File: src/rtl/rr_lock_arbiter.sv
// rr_lock_arbiter: N-way request arbiter with run-time choice of round-robin
// or fixed (LSB-first) priority, plus a grant lock for multi-cycle transfers.
// The grant is combinational from the current requests and state (0-cycle
// latency); pointer, lock state and locked index update on the rising edge.
module rr_lock_arbiter #(
  parameter int N    = 32,
  parameter int IDXW = $clog2(N)
) (
  input  logic            clk,
  input  logic            reset,
  input  logic [N-1:0]    req_i,
  input  logic            rr_en_i,
  input  logic            hold_i,
  output logic [N-1:0]    gnt_o,
  output logic            gnt_valid_o,
  output logic [IDXW-1:0] gnt_idx_o
);

  localparam logic [0:0]      ST_ARB    = 1'b0;
  localparam logic [0:0]      ST_LOCKED = 1'b1;
  localparam logic [IDXW-1:0] IDX_ZERO  = {IDXW{1'b0}};
  localparam logic [IDXW-1:0] IDX_LAST  = IDXW'(N - 1);
  localparam logic [N-1:0]    VEC_ZERO  = {N{1'b0}};
  localparam logic [N-1:0]    VEC_ONE   = {{(N-1){1'b0}}, 1'b1};

  // Index of the lowest set bit; 0 for an all-zero vector.
  function automatic logic [IDXW-1:0] lowest_idx(input logic [N-1:0] v);
    logic [IDXW-1:0] idx;
    idx = IDX_ZERO;
    for (int i = N - 1; i >= 0; i--) begin
      if (v[i]) begin
        idx = IDXW'(i);
      end else begin
        idx = idx;
      end
    end
    return idx;
  endfunction

  logic [0:0]      state_q, state_d;
  logic [IDXW-1:0] ptr_q, ptr_d;
  logic [IDXW-1:0] lock_idx_q, lock_idx_d;

  logic [N-1:0]    mask_s;
  logic [N-1:0]    masked_s;
  logic [IDXW-1:0] arb_idx_s;
  logic            arb_any_s;
  logic            lock_hit_s;
  logic [IDXW-1:0] gnt_idx_s;
  logic            gnt_valid_s;
  logic [N-1:0]    gnt_s;

  // Round-robin window: requesters at or above the pointer go first.
  always_comb begin
    mask_s = VEC_ZERO;
    for (int i = 0; i < N; i++) begin
      mask_s[i] = (IDXW'(i) >= ptr_q);
    end
  end

  // Plain arbitration: fixed LSB-first, or round-robin with wrap-around.
  always_comb begin
    masked_s  = req_i & mask_s;
    arb_any_s = |req_i;
    if (!rr_en_i) begin
      arb_idx_s = lowest_idx(req_i);
    end else if (|masked_s) begin
      arb_idx_s = lowest_idx(masked_s);
    end else begin
      arb_idx_s = lowest_idx(req_i);
    end
  end

  // A lock survives only while its owner keeps requesting with hold_i high;
  // otherwise the same cycle falls back to plain arbitration.
  always_comb begin
    lock_hit_s = 1'b0;
    case (state_q)
      ST_LOCKED: lock_hit_s = hold_i & req_i[lock_idx_q];
      ST_ARB:    lock_hit_s = 1'b0;
      default:   lock_hit_s = 1'b0;
    endcase
  end

  // Final grant selection, index and one-hot vector.
  always_comb begin
    gnt_valid_s = lock_hit_s | arb_any_s;
    if (lock_hit_s) begin
      gnt_idx_s = lock_idx_q;
    end else if (arb_any_s) begin
      gnt_idx_s = arb_idx_s;
    end else begin
      gnt_idx_s = IDX_ZERO;
    end
    if (gnt_valid_s) begin
      gnt_s = VEC_ONE << gnt_idx_s;
    end else begin
      gnt_s = VEC_ZERO;
    end
  end

  // Outputs are forced quiet while reset is held, independent of the clock.
  always_comb begin
    if (reset) begin
      gnt_o       = gnt_s;
      gnt_valid_o = gnt_valid_s;
      gnt_idx_o   = gnt_idx_s;
    end else begin
      gnt_o       = VEC_ZERO;
      gnt_valid_o = 1'b0;
      gnt_idx_o   = IDX_ZERO;
    end
  end

  // Next-state: lock on any grant issued with hold_i, advance the pointer
  // past every round-robin grant (a held lock rewrites the same value).
  always_comb begin
    state_d    = state_q;
    lock_idx_d = lock_idx_q;
    ptr_d      = ptr_q;
    if (gnt_valid_s && hold_i) begin
      state_d    = ST_LOCKED;
      lock_idx_d = gnt_idx_s;
    end else begin
      state_d    = ST_ARB;
      lock_idx_d = lock_idx_q;
    end
    if (gnt_valid_s && rr_en_i) begin
      if (gnt_idx_s == IDX_LAST) begin
        ptr_d = IDX_ZERO;
      end else begin
        ptr_d = gnt_idx_s + IDXW'(1);
      end
    end else begin
      ptr_d = ptr_q;
    end
  end

  // State registers with asynchronous active-low reset.
  always_ff @(posedge clk or negedge reset) begin
    if (!reset) begin
      state_q    <= ST_ARB;
      ptr_q      <= IDX_ZERO;
      lock_idx_q <= IDX_ZERO;
    end else begin
      state_q    <= state_d;
      ptr_q      <= ptr_d;
      lock_idx_q <= lock_idx_d;
    end
  end

endmodule

File: config.mk
export PLATFORM = sky130hd
export DESIGN_NAME = rr_lock_arbiter
export DESIGN_NICKNAME = d
export VERILOG_FILES = /design/src/rtl/rr_lock_arbiter.sv
export SDC_FILE = /design/constraint.sdc
export NUM_CORES = 1
export LEC_CHECK = 0
export CORE_ASPECT_RATIO = 1.75
export CORE_MARGIN = 4
export CORE_UTILIZATION = 45
export CTS_CLUSTER_SIZE = 25
export DETAILED_ROUTE_END_ITERATION = 8
export HOLD_SLACK_MARGIN = 0.05
export PLACE_DENSITY = 0.83
export SYNTH_ARGS = -nofsm -noshare
export SYNTH_HDL_FRONTEND = slang
export SYNTH_SLANG_ARGS = --single-unit
File: constraint.sdc
create_clock -name clk -period 6.39 [get_ports clk]
set_input_delay 1.917 -clock clk [delete_from_list [all_inputs] [get_ports clk]]
set_output_delay 1.917 -clock clk [all_outputs]
set_load 0.05 [all_outputs]
==> reports/qor.yml, run 1 <==
global_routing:
  grt_start_max_net_pins: 22
  grt_pass1_wl_um: 33200
  grt_pass1_vias: 5562
  track_usage: 0.590
  grt-ovfl-total: 19
place:
  place_area_um2: 4630
  hpwlAfterDp_um: 11500
  port_buffers: 73
  place_congestion: 1.03
  dp.cells: 622
floorplan:
  start_util: 0.470
  num_rows: 37
  die_w_um: 67.5
  die_y_um: 112
  num_io_pins: 74
logic_synthesis:
  synth-async-reset-ratio: 1.00
  syn-num-nets: 433
  synth_cells: 390
  synth_ff_type: "dfrtp_1"
  syn_area_per_cell_um2: 7.14
  synth_edf_count: 0
  ys_seq_elements: 11
  yosys_warnings: 0
  synth_cell_types: 75
  syn-cell-area_um2: 2790
  seq_area_frac_synth: 0.0988
clock_network:
  cts_htree_levels: 1
  cts.sinks: 11
  cts-buffers-inserted: 3
  clock-root-buffer: "clkbuf_8"
  clk_path_buf_depth: 2
status:
  toolErrorMsg: "[ERROR GRT-0116] Global routing finished with congestion. Check the congestion regions in the DRC Viewer."
  stop_stage: "5_1_grt"
  outcome: "stopped before the end"
## Yosys cell counts (4+ instances only)
| cell | count | share of area |
|---|---|---|
| nand3_1 | 13 | 0.023 |
| nand3b_1 | 4 | 0.011 |
| ha_1 | 7 | 0.031 |
| o21ai_0 | 20 | 0.036 |
| or2_2 | 4 | 0.0090 |
| nor4_1 | 12 | 0.027 |
| inv_1 | 17 | 0.023 |
| or4_1 | 5 | 0.013 |
| nor3_1 | 5 | 0.0090 |
| dfrtp_1 | 11 | 0.099 |
| a221oi_1 | 5 | 0.016 |
| nand2_1 | 37 | 0.050 |
| clkbuf_1 | 11 | 0.015 |
| o21ai_1 | 6 | 0.011 |
| nand2b_1 | 9 | 0.020 |
| nor2b_1 | 28 | 0.063 |
| nor2_1 | 33 | 0.044 |
| a21boi_0 | 5 | 0.013 |
| mux4_1 | 7 | 0.066 |
| o211ai_1 | 8 | 0.022 |
| buf_4 | 6 | 0.016 |
| and2_1 | 10 | 0.022 |
| nand4_1 | 7 | 0.016 |
| buf_2 | 4 | 0.0072 |
| a21oi_1 | 25 | 0.045 |
| a211oi_1 | 5 | 0.013 |
## timing repair
item / 4_1_cts
resized for setup: 204
setup buffers: 26
setup endpoints to repair: 37
gates cloned: 0
pin swaps: 29
hold buffers: 0
## metrics by stage
stage / setup slack [ns] / utilization / setup TNS (ns)
after detailed placement: -0.822 / 0.782 / -26.38
after global placement: -0.745 / 0.782 / -24.07
after floorplan: -0.223 / - / -1.82
after CTS: -0.0685 / 0.898 / -0.770
## cells by family after synthesis
family | after synthesis | share of synthesized area
AOI/OAI and AO/OA | 129 | 0.333
and+or+nand+nor | 183 | 0.353
adders and majority gates | 7 | 0.0314
muxes | 15 | 0.105
DFF | 11 | 0.0988
buffers and inverters | 45 | 0.0791
## routing by layer
metal | GRT overflow | global-route usage
met3 | 1 | 0.389
met4 | 9 | 0.638
met5 | 0 | 0
met1 | 0 | 0.553
met2 | 9 | 0.787
==> run 2: changes to the inputs <==
==> config.mk (replaced) <==
export PLATFORM = sky130hd
export DESIGN_NAME = rr_lock_arbiter
export DESIGN_NICKNAME = d
export VERILOG_FILES = /design/src/rtl/rr_lock_arbiter.sv
export SDC_FILE = /design/constraint.sdc
export NUM_CORES = 1
export LEC_CHECK = 0
export CORE_MARGIN = 4
export CORE_UTILIZATION = 30
export DETAILED_ROUTE_END_ITERATION = 8
export PLACE_DENSITY_LB_ADDON = 0.15
export SYNTH_ARGS = -nofsm -noshare
export SYNTH_HDL_FRONTEND = slang
export SYNTH_SLANG_ARGS = --single-unit
==> constraint.sdc (replaced) <==
create_clock -name clk -period 8.3 [get_ports clk]
set_input_delay 2.49 -clock clk [delete_from_list [all_inputs] [get_ports clk]]
set_output_delay 2.49 -clock clk [all_outputs]
set_load 0.05 [all_outputs]
==> reports/qor.yml, run 2 <==
place:
  hpwlAfterDp_um: 8740  # -24%
  port_buffers: 73  # unchanged
  place_congestion: 0.926  # -10%
critical_path:
  worst_setup_path_end_kind: "primary output"
  worstPathMaxFanout: 10
  crit_path_cell_trace: "clkdlybuf4s50_1 > buf_4 > o41ai_2 > o2111ai_2 > or2_1 > nand2_1 > nand4_1 > a31oi_4 > ha_1 > ha_1 > inv_1 > nor4_4 > buf_12"
  cpPeakStageDelay_ns: 0.52
  cp_slowest_cell: "clkdlybuf4s50_1"
  crit_buf_inv: 4
  worstPathArrival_ns: 5.72
  cp_common_cell: "ha_1"
  cp-start-kind: "primary input"
  path_class: "in -> out"
  cp.required_ns: 5.81
  crit_family: "buffers and inverters"
global_routing:
  antenna_found_initial: 1
  grt_start_max_net_pins: 30
  grt_pass1_vias: 3271
  grtUsageMet3: 0.0329
  track_usage: 0.200
  top_usage_layer: "met2"
  use_met2: 0.322
  grt_use_met1: 0.281
  grt_pass1_wl_um: 18000
  grt-ovfl-total: 0
floorplan:
  num_io_pins: 74  # unchanged
  fp.coreArea_um2: 8890
  start_util: 0.313  # -0.157
  die_y_um: 104  # -6.9%
  die_w_um: 104  # +55%
  num_rows: 34  # -8.1%
  fp.dieArea_um2: 10900
sta:
  hold_viol: 0
  fin_crit_ns: 8.21
  worst_pin_slew_ns: 1.04
  period_share: 0.989
  report.final.slew_viol_count: 0
  maxSlewHeadroom: 0.307
  whs_ns: 0.594
  setup_viol: 0
  fmax_mhz: 122
  skew_ns: 0.00807
layout:
  diodes: 0
  top_regs: "lock_idx_q (5), ptr_q (5), state_q (1)"
  layout.cells.most_common_list: "buf_4, nand2_1, nor2_1, clkdlybuf4s50_1, nor2b_1"
  fin_util: 0.463
  fillers: 893
  area_growth_pct: 47.8
  layout_commonest_cell: "buf_4"
  fin_nets: 524
  layout-drive-gt1-share: 0.242
drt:
  dr.pass1.iters: 5
  drtIter0Drc: 296
  totalWireLength_um: 11400
  drt-wirelength-per-cell_um: 19.4
  route.antenna.remaining_nets: 0
  vias: 3562
  vias_per_cell: 6.06
  drc: 0
logic_synthesis:
  synth_edf_count: 0  # unchanged
  synth_top_area_frac: 0.0988  # unchanged
  synth.area.top_cells: "dfrtp_1, mux4_1, nor2b_1"
  syn-num-nets: 433  # unchanged
  seq_area_frac_synth: 0.0988  # unchanged
  yosysMostFrequentCell: "nand2_1"
  synth_cells: 390  # unchanged
  syn_area_per_cell_um2: 7.14  # unchanged
  synth-async-reset-ratio: 1.00  # unchanged
  synth_cell_types: 75  # unchanged
  syn-cell-area_um2: 2790  # unchanged
  yosys-top-cells-count: "nand2_1, nor2_1, nor2b_1"
  yosys.area.top_type: "dfrtp_1"
  synth_ff_type: "dfrtp_1"
  yosys_warnings: 0  # unchanged
  ys_seq_elements: 11  # unchanged
run:
  maxCapViolCount: 0
power_and_ir_drop:
  vdd_drop_max_uv: 102
  p_per_area_nw_per_um2: 244
  p_leak_nw: 1.61
status:
  outcome: "finished, final reports clean"
worst_hold_path:
  hold_path.class: "reg -> reg"
clock_network:
  cts_htree_levels: 1  # unchanged
  cts-buffers-inserted: 3  # unchanged
  cts_tree: "yes"
  clk_path_buf_depth: 2  # unchanged
  path_clk_slew_ns: 0.05
  clock-root-buffer: "clkbuf_8"
  clk_latency_ns: 0.25
  cts.sinks: 11  # unchanged
run 2: cell counts after synthesis:
Identical to the previous run, type by type.
run 2: final timing paths:
kind / depth (start not counted) / slack, ns / to / startpoint
min in group asynchronous: 2 / 2.56 / ptr_q[2] / reset
max in group asynchronous: 2 / 5.55 / state_q / reset
worst max-delay path: 13 / 0.09 / gnt_o[15] / req_i[11]
worst min register to register: 2 / 0.59 / lock_idx_q[4] / lock_idx_q[4]
worst min-delay path: 2 / 0.59 / lock_idx_q[4] / lock_idx_q[4]
worst max register to register: 11 / 4.10 / ptr_q[3] / ptr_q[4]
run 2: logic make-up after synthesis:
group / Yosys count / share of synthesized area
AO/OA/AOI/OAI: 129 / 0.333
adder cells (fa/ha/maj): 7 / 0.0314
buffers and inverters: 45 / 0.0791
flip-flops: 11 / 0.0988
multiplexers: 15 / 0.105
AND/OR/NAND/NOR: 183 / 0.353
run 2: repair_timing:
item                                    in CTS  in global routing
hold buffers                                 0                  0
buffers inserted                             0                  2
resized for setup                            3                 15
pin swaps                                    0                  1
endpoints found under the setup margin       2                 32
endpoints found under the hold margin        0                  0
run 2: power by group:
group | switching [W] | leakage (nW) | internal [W]
combinational | 0.000432 | 1.45 | 0.000323
clock | 0.0000234 | 0.0228 | 0.0000339
sequential | 0.000121 | 0.137 | 0.0000717
run 2: layout make-up:
cell class / count / area (µm²) / share of cell area
inverter: 20 / 75.1 / 0.0182
tap: 108 / 135 / 0.0328
sequential: 11 / 275 / 0.0669
timing repair buffer: 111 / 1190 / 0.290
clock buffer: 4 / 45.0 / 0.0109
multi-input combinational: 334 / 2390 / 0.581
run 2: per-stage QoR:
step | area (µm²) | worst slack [ns] | instances | power (W) | TNS (ns)
floorplan | 2800 | 0.165 | 390 | 0.000646 | 0
global placement | 3960 | -0.0571 | 582 | 0.000903 | -0.112
detailed placement | 3960 | -0.0968 | 582 | 0.000904 | -0.178
CTS | 4030 | 0.0202 | 586 | 0.000971 | 0
global route | 4120 | -0.0785 | 588 | 0.00108 | -0.132
finish | 4120 | 0.0877 | 588 | 0.00100 | 0
run 2: routing by layer:
layer  vias up  share of wire
met2       159           0.46
met5         -         0.0012
met3        19          0.076
met4         2          0.017
met1      1714           0.45
li1       1668              -
run 2: tightest hold or removal path, stage by stage (launching register included):
cell and delay [ns]:
dfrtp_1 0.43, nand2_1 0.07, nand2_1 0.06
Note: power is estimated with default switching activity, not from simulation.
